### src/rtl/dac_apb_pkg.sv
// Shared types and constants for the two-DAC APB write scheduler.
package dac_apb_pkg;

    localparam int NUM_CH = 2;

    typedef logic [$clog2(NUM_CH)-1:0] ch_idx_t;

    typedef enum logic [1:0] {
        IDLE   = 2'd0,
        SETUP  = 2'd1,
        ACCESS = 2'd2
    } state_t;

    function automatic logic [NUM_CH-1:0] ch_onehot(input ch_idx_t ch);
        return NUM_CH'(1) << ch;
    endfunction

endpackage

### src/rtl/dac_rr_arb2.sv
// Two-way round-robin arbiter: the channel not served last wins a tie.
module dac_rr_arb2
    import dac_apb_pkg::*;
(
    input  logic              clk,
    input  logic              rst,
    input  logic [NUM_CH-1:0] req,
    input  ch_idx_t           last_grant,
    input  logic              update,
    output ch_idx_t           grant,
    output logic              valid
);

    // Channel that wins when both request; channel 0 first after reset.
    ch_idx_t r_prio;

    always_ff @(posedge clk or posedge rst) begin
        if (rst) begin
            r_prio <= '0;
        end else if (update) begin
            r_prio <= ~last_grant;
        end
    end

    always_comb begin
        valid = |req;
        if (&req) begin
            grant = r_prio;
        end else if (req[1]) begin
            grant = ch_idx_t'(1);
        end else begin
            grant = ch_idx_t'(0);
        end
    end

endmodule

### src/rtl/dac_apb_sched.sv
// APB write master sharing one bus between two DAC slaves, with round-robin
// grant, per-channel completion counters, slave-error and timeout stickies.
module dac_apb_sched
    import dac_apb_pkg::*;
#(
    parameter int TIMEOUT = 16,
    parameter int CNT_W   = 16
) (
    input  logic              PCLK,
    input  logic              PRESET,
    input  logic [NUM_CH-1:0] req_valid,
    input  logic [31:0]       req_data0,
    input  logic [31:0]       req_data1,
    output logic [NUM_CH-1:0] req_ready,
    output logic [NUM_CH-1:0] PSEL,
    output logic              PENABLE,
    output logic              PWRITE,
    output logic [31:0]       PWDATA,
    input  logic [NUM_CH-1:0] PREADY,
    input  logic [NUM_CH-1:0] PSLVERR,
    output logic [NUM_CH-1:0] done,
    output logic [NUM_CH-1:0] slverr_sticky,
    output logic [NUM_CH-1:0] timeout_sticky,
    input  logic [NUM_CH-1:0] err_clr,
    output logic [CNT_W-1:0]  xfer_cnt0,
    output logic [CNT_W-1:0]  xfer_cnt1,
    output logic              busy
);

    localparam int WAIT_W = $clog2(TIMEOUT + 1);

    state_t              r_state;
    ch_idx_t             r_grant;
    logic [NUM_CH-1:0]   r_psel;
    logic                r_penable;
    logic                r_pwrite;
    logic [31:0]         r_pwdata;
    logic [NUM_CH-1:0]   r_done;
    logic [NUM_CH-1:0]   r_slverr;
    logic [NUM_CH-1:0]   r_timeout;
    logic [CNT_W-1:0]    r_cnt [NUM_CH];
    logic [WAIT_W-1:0]   r_wait;

    ch_idx_t             w_grant;
    logic                w_arb_valid;
    logic                w_ready_g;
    logic                w_expire;
    logic                w_update;
    logic                w_accept;

    // Only the granted slave's handshake inputs are looked at.
    assign w_ready_g = PREADY[r_grant];
    assign w_expire  = !w_ready_g && (r_wait == WAIT_W'(TIMEOUT - 1));
    assign w_update  = (r_state == ACCESS) && (w_ready_g || w_expire);
    assign w_accept  = (r_state == IDLE) && w_arb_valid;

    dac_rr_arb2 u_arb (
        .clk        (PCLK),
        .rst        (PRESET),
        .req        (req_valid),
        .last_grant (r_grant),
        .update     (w_update),
        .grant      (w_grant),
        .valid      (w_arb_valid)
    );

    always_ff @(posedge PCLK or posedge PRESET) begin
        if (PRESET) begin
            r_state   <= IDLE;
            r_grant   <= '0;
            r_psel    <= '0;
            r_penable <= 1'b0;
            r_pwrite  <= 1'b0;
            r_pwdata  <= '0;
            r_done    <= '0;
            r_slverr  <= '0;
            r_timeout <= '0;
            r_wait    <= '0;
            for (int i = 0; i < NUM_CH; i++) begin
                r_cnt[i] <= '0;
            end
        end else begin
            r_done    <= '0;
            // Clears first so a set event later in this block overrides them.
            r_slverr  <= r_slverr & ~err_clr;
            r_timeout <= r_timeout & ~err_clr;
            case (r_state)
                IDLE: begin
                    if (w_arb_valid) begin
                        r_grant  <= w_grant;
                        r_pwdata <= w_grant[0] ? req_data1 : req_data0;
                        r_psel   <= ch_onehot(w_grant);
                        r_pwrite <= 1'b1;
                        r_state  <= SETUP;
                    end
                end
                SETUP: begin
                    r_penable <= 1'b1;
                    r_wait    <= '0;
                    r_state   <= ACCESS;
                end
                ACCESS: begin
                    if (w_ready_g) begin
                        r_done[r_grant] <= 1'b1;
                        r_cnt[r_grant]  <= r_cnt[r_grant] + CNT_W'(1);
                        if (PSLVERR[r_grant]) begin
                            r_slverr[r_grant] <= 1'b1;
                        end
                    end else if (w_expire) begin
                        r_timeout[r_grant] <= 1'b1;
                    end else begin
                        r_wait <= r_wait + WAIT_W'(1);
                    end
                    if (w_update) begin
                        r_psel    <= '0;
                        r_penable <= 1'b0;
                        r_pwrite  <= 1'b0;
                        r_state   <= IDLE;
                    end
                end
                default: begin
                    r_psel    <= '0;
                    r_penable <= 1'b0;
                    r_pwrite  <= 1'b0;
                    r_state   <= IDLE;
                end
            endcase
        end
    end

    assign req_ready      = w_accept ? ch_onehot(w_grant) : '0;
    assign PSEL           = r_psel;
    assign PENABLE        = r_penable;
    assign PWRITE         = r_pwrite;
    assign PWDATA         = r_pwdata;
    assign done           = r_done;
    assign slverr_sticky  = r_slverr;
    assign timeout_sticky = r_timeout;
    assign xfer_cnt0      = r_cnt[0];
    assign xfer_cnt1      = r_cnt[1];
    assign busy           = (r_state != IDLE);

endmodule

### config.mk
export PLATFORM = sky130hd
export DESIGN_NAME = dac_apb_sched
export DESIGN_NICKNAME = d
export VERILOG_FILES = /design/src/rtl/dac_apb_pkg.sv /design/src/rtl/dac_rr_arb2.sv /design/src/rtl/dac_apb_sched.sv
export SDC_FILE = /design/constraint.sdc
export NUM_CORES = 1
export LEC_CHECK = 0
export ABC_CLOCK_PERIOD_IN_PS = 8900
export BUFFER_PORTS_ARGS = -buffer_cell sky130_fd_sc_hd__buf_2
export CORE_UTILIZATION = 50
export CTS_CLUSTER_SIZE = 8
export DETAILED_ROUTE_END_ITERATION = 10
export HOLD_SLACK_MARGIN = 0.15
export PLACE_DENSITY = 0.82
export SYNTH_ARGS = -nofsm -noshare
export SYNTH_HDL_FRONTEND = slang
export SYNTH_SLANG_ARGS = --single-unit
### constraint.sdc
create_clock -name PCLK -period 8.9 [get_ports PCLK]
set_clock_uncertainty 0.15 [all_clocks]
set_input_delay 1.78 -clock PCLK [delete_from_list [all_inputs] [get_ports PCLK]]
set_output_delay 1.78 -clock PCLK [all_outputs]
set_load 0.1 [all_outputs]
=== Word level (Yosys, flattened, before mapping) ===
Cells that the tools add are included.

* Add/subtract/negate cells: 2
* Magnitude comparators: 4
* Equality and inequality tests: 7
* Shift-type cells: 1
* Muxes and demuxes: 36
* Bitwise gates (word level): 9
* Reduce and logical (&&, ||, !) cells: 18

{| class="wikitable"
|+ Operators with widths
! operator !! count
|-
| 16-bit two-way mux || 4
|-
| 32-bit bitwise mux || 1
|-
| 32-bit two-way mux || 1
|-
| 2-bit two-way mux || 12
|-
| 16-bit by 1-bit adder with 16-bit output, second input constant || 1
|-
| 16-bit demux with 1-bit select || 1
|-
| 2-bit one-hot mux with 3 select lines || 2
|-
| 5-bit two-way mux || 2
|-
| 5-bit one-hot mux with 2 select lines || 1
|-
| 2-bit AND reduction || 5
|-
| 1-bit two-way mux || 9
|-
| 2-bit inequality test, second input constant || 3
|-
| 1-bit one-hot mux with 3 select lines || 2
|-
| 3-bit AND reduction || 2
|-
| 5-bit by 1-bit adder with 5-bit output, second input constant || 1
|-
| 5-bit by 4-bit == test with 1-bit output, second input constant || 1
|-
| 1-bit logical AND || 5
|-
| 2-bit bitwise AND || 2
|-
| 2-bit bitwise OR || 2
|-
| 2-bit nonzero test || 2
|-
| 1-bit NOT || 3
|-
| 2-bit by 1-bit == test with 1-bit output, second input constant || 1
|-
| 2-bit == test, second input constant || 1
|-
| 2-bit greater-or-equal comparator, second input constant || 1
|-
| other kinds (12) || 12
|}

* Register bits: 83
* Output and inout port bits: 77
* Word-level logic and storage cells: 90

=== Longest topological paths before layout ===
* Word-level depth: 8
* Mapped depth: 9

=== By module ===
Synthesis repeated with hierarchy kept, for this count alone.

* Cell total of the unflattened synthesis: 368
* Area total of the unflattened synthesis: 3917.5 um^2

{| class="wikitable"
|+ By module, submodules not included
! module !! instances !! cells an instance !! area an instance (um^2)
|-
| dac_apb_sched || 1 || 361 || 3862.5
|-
| dac_rr_arb2 || 1 || 7 || 55.1
|}

=== Worst setup path after synthesis ===
No wires, ideal clock.

* Path type: input-to-output
* Start point: in req_valid[0]
* End point: out req_ready[1]
* Arrival time: 2.598 ns
* Data required time: 6.970 ns
* Setup slack: 4.372 ns
* Stages: 4
* Cells stage by stage: nand2b_1 and3_1 buf_2 buf_2

* Longest elaborated chain between the ends: 4
* Elaborated cells between the ends (all ways): 6
* Those cells by class: shift: 1; mux: 2; reduce/logical: 3

{| class="wikitable"
|+ RTL lines
! element !! RTL line !! source
|-
| from (decl) || dac_apb_sched.sv:11 || <nowiki>input logic [NUM_CH-1:0] req_valid,</nowiki>
|-
| 2-bit AND reduction || dac_rr_arb2.sv:27 || <nowiki>if (&req) begin</nowiki>
|-
| 1-bit two-way mux || dac_rr_arb2.sv:27 ||
|-
| 1-bit by 1-bit << shifter with 2-bit output || dac_apb_pkg.sv:15 || <nowiki>return NUM_CH'(1) << ch;</nowiki>
|-
| 2-bit two-way mux (*) || dac_apb_sched.sv:131 || <nowiki>assign req_ready = w_accept ? ch_onehot(w_grant) : '0;</nowiki>
|-
| to (decl) || dac_apb_sched.sv:14 || <nowiki>output logic [NUM_CH-1:0] req_ready,</nowiki>
|}

Every way passes the cells marked *; elsewhere a longest branch is shown, timed or not.

=== Final worst setup path ===
Ends and elaborated chain as after synthesis.

==> results.json <==
{
  "crit_arrival_ps": 3540,
  "end_kind": "output port",
  "area_growth_syn_to_layout_pct": 24.98,
  "synth-seq-cells": 83,
  "status": "complete, no violations",
  "syn_area_um2": 3811,
  "setup_tns_ps": 0,
  "io_buffer_count": 150,
  "power.switching_w": 0.001180,
  "drtAntennaViolNets": 0,
  "hold_class": "register to register",
  "max_freq_mhz": 182.7,
  "io_pins": 151,
  "finalCriticalPeriod_ps": 5473,
  "yosys_warnings": 0,
  "synth_flop_cell": "dfrtp_1",
  "synth_area_leader_cell": "dfrtp_1",
  "power.internal_w": 0.0008337,
  "r2r_end": "xfer_cnt1[14]",
  "synth-xor-area-share": 0.06435,
  "cellPowerDensity_nw_per_um2": 422.8,
  "drt_first_pass_iters": 8,
  "die_h_um": 89.31,
  "clkLatencyLatePin_ps": 350,
  "rsz0062_at_grt": "no",
  "final_max_slew_viol_count": 0,
  "grt_use_total": 0.2291,
  "drc": 0,
  "drive_gt1_frac": 0.3755,
  "vias_per_cell": 5.513,
  "grt_pass1_wl_um": 13930,
  "synth_top_area_frac": 0.5450,
  "register_area_um2": 2077,
  "fillers": 611,
  "cts_setup_buffers": 0,
  "wl_um": 8973,
  "regToRegStartpoint": "r_grant",
  "min_path_cells": 1,
  "pwr-share-clk": 0.133,
  "start_util": 0.5226,
  "gp_congestion": 0.8404,
  "final_cells": 589,
  "maxCapViolCount": 0,
  "tightest_slew_ps": 1231,
  "period_share": 0.6150,
  "vias": 3247,
  "ir_drop_mv": 0.3821,
  "n_antenna_cell": 0,
  "hold_path.startpoint": "xfer_cnt1[15]",
  "antenna_found_initial": 0,
  "synth_nets": 416,
  "relSlewSlack": 0.1796,
  "cts.sinks": 83,
  "syn_inst": 339,
  "cts_buffers": 9,
  "hold_viol": 0,
  "async_flop_share": 1.000,
  "path_class": "input pin to output port",
  "synthAdderAreaFrac": 0.009849,
  "postCtsResizedCells": 0,
  "p_leak_nw": 2.588,
  "min_to": "xfer_cnt1[15]",
  "yosys.area_share.simple": 0.1507,
  "dp_hpwl_um": 6498,
  "worstSetupStartpointType": "input pin",
  "yosys-top-cells-count": "83 x dfrtp_1, 43 x inv_1, 32 x a222oi_1, 31 x nand2_1, 21 x nand3_1",
  "synth_area_per_cell_um2": 11.24,
  "grt_max_degree": 84,
  "synth.most_common_cell": "dfrtp_1",
  "synth-compound-area-share": 0.1376,
  "core_area_um2": 7292,
  "power.sequential.fraction": 0.291,
  "tritoncts": "yes",
  "grt_pass1_vias": 3061,
  "gr-total-overflow": 0,
  "h-tree-depth": 3,
  "seq_area_frac_synth": 0.5450,
  "reg2reg_depth": 6,
  "synth_top_family_by_area": "simple AND/OR/NAND/NOR gates",
  "drt_iter0_drc": 289,
  "synth_edf_count": 0,
  "synth_mux_area_frac": 0.01412,
  "dpl.cell_count": 573,
  "clk_pin_slew_ps": 80,
  "holdBufCountCts": 0,
  "clockBufferDepth": 2,
  "std_cell_rows": 31,
  "p_sw_frac": 0.5861,
  "crit_fanout": 35,
  "routedWlPerCell_um": 15.23,
  "yosysUniqueCellTypes": 44,
  "die_w_um": 89.31,
  "critical_path_required_ps": 6970,
  "dieArea_um2": 7975,
  "setup_violations": 0,
  "nets": 562,
  "regToRegSetupSlack_ps": 6040,
  "multi_input_area_um2": 1435,
  "cts_root_buffer": "clkbuf_8",
  "combPwrFrac": 0.576,
  "synthTopCellsByArea": "dfrtp_1 54%, a222oi_1 8.4%, xnor2_1 4.6%"
}
==> kinds of logic (layout without fill, tap and decap cells) <==
group / after synthesis / count (layout)
AND/OR/NAND/NOR: 100 / 100
flip-flops: 83 / 83
buffers and inverters: 61 / 212
AO/OA/AOI/OAI: 59 / 59
XOR/XNOR: 28 / 28
multiplexers: 5 / 5
adder cells (fa/ha/maj): 3 / 3
==> worst max-delay path by stage <==
stage                 start           end  slack (ps)  depth (start not counted)
2_1_floorplan  req_valid[0]  req_ready[1]        4370                          4
3_3_place_gp   req_valid[0]  req_ready[1]        3500                          4
3_5_place_dp   req_valid[0]  req_ready[1]        3440                          4
4_1_cts        req_valid[0]  req_ready[1]        3440                          4
5_1_grt        req_valid[0]  req_ready[1]        3320                          4
6_report       req_valid[0]  req_ready[1]        3430                          4
==> registers in the layout, indices dropped and copies added, names as in the netlist <==
signal          cells
r_wait              5
r_grant             1
PWDATA             32
done                2
PWRITE              1
r_state             2
PSEL                2
xfer_cnt1          16
timeout_sticky      2
u_arb.r_prio        1
PENABLE             1
xfer_cnt0          16
slverr_sticky       2
==> worst max-delay path, stage by stage <==
cell	delay [ps]
buf_2	120
nand2b_1	70
and3_1	980
buf_2	590
==> cells in the final DEF, fill, tap and decap left out, types with 5 or more instances in the layout <==
cell      instances
xnor2_1          20
and3_1            5
inv_1            42
nor2_1           11
nand2_1          31
clkbuf_8         10
nand3b_1          6
buf_2           150
o21ai_0          11
clkinv_2          5
xor2_1            8
nand3_1          21
nand4_1           7
a222oi_1         32
dfrtp_1          83
==> through the flow <==
step                      setup slack (ps)  utilization  total power [W]  hold WS, ps  instance area, um2
after floorplan                       4372            -         0.001577        318.8                3811
after global placement                3505       0.6266         0.001732        307.5                4569
after detailed placement              3436       0.6266         0.001756        308.5                4569
after CTS                             3437       0.6532         0.002022        323.5                4763
after global routing                  3317       0.6532         0.002103        353.5                4763
final                                 3427       0.6532         0.002014        323.2                4763
==> power by group through the flow <==
stage,Sequential [W],Combinational [W],Clock (W)
after global routing,0.000601,0.00121,0.000291
final,0.000587,0.00116,0.000267
after detailed placement,0.000589,0.00117,0
after CTS,0.000585,0.00117,0.000271
after floorplan,0.00124,0.000339,0
after global placement,0.000586,0.00115,0
==> routing by layer <==
layer,global-route usage,vias to the layer above,part of all wire
met3,0.05263,11,0.056
met2,0.3817,134,0.52
met4,0.08225,0,0.011
met1,0.2949,1600,0.41
li1,-,1502,-
met5,0,-,0
==> cell type report <==
type | count | area share
Timing Repair Buffer | 152 | 0.1608
Multi-Input combinational cell | 195 | 0.3013
Tap cell | 99 | 0.02600
Sequential cell | 83 | 0.4360
Clock buffer | 11 | 0.02968
Inverter | 44 | 0.03520
Clock inverter | 5 | 0.01103
(Power assumes the default switching activity.)
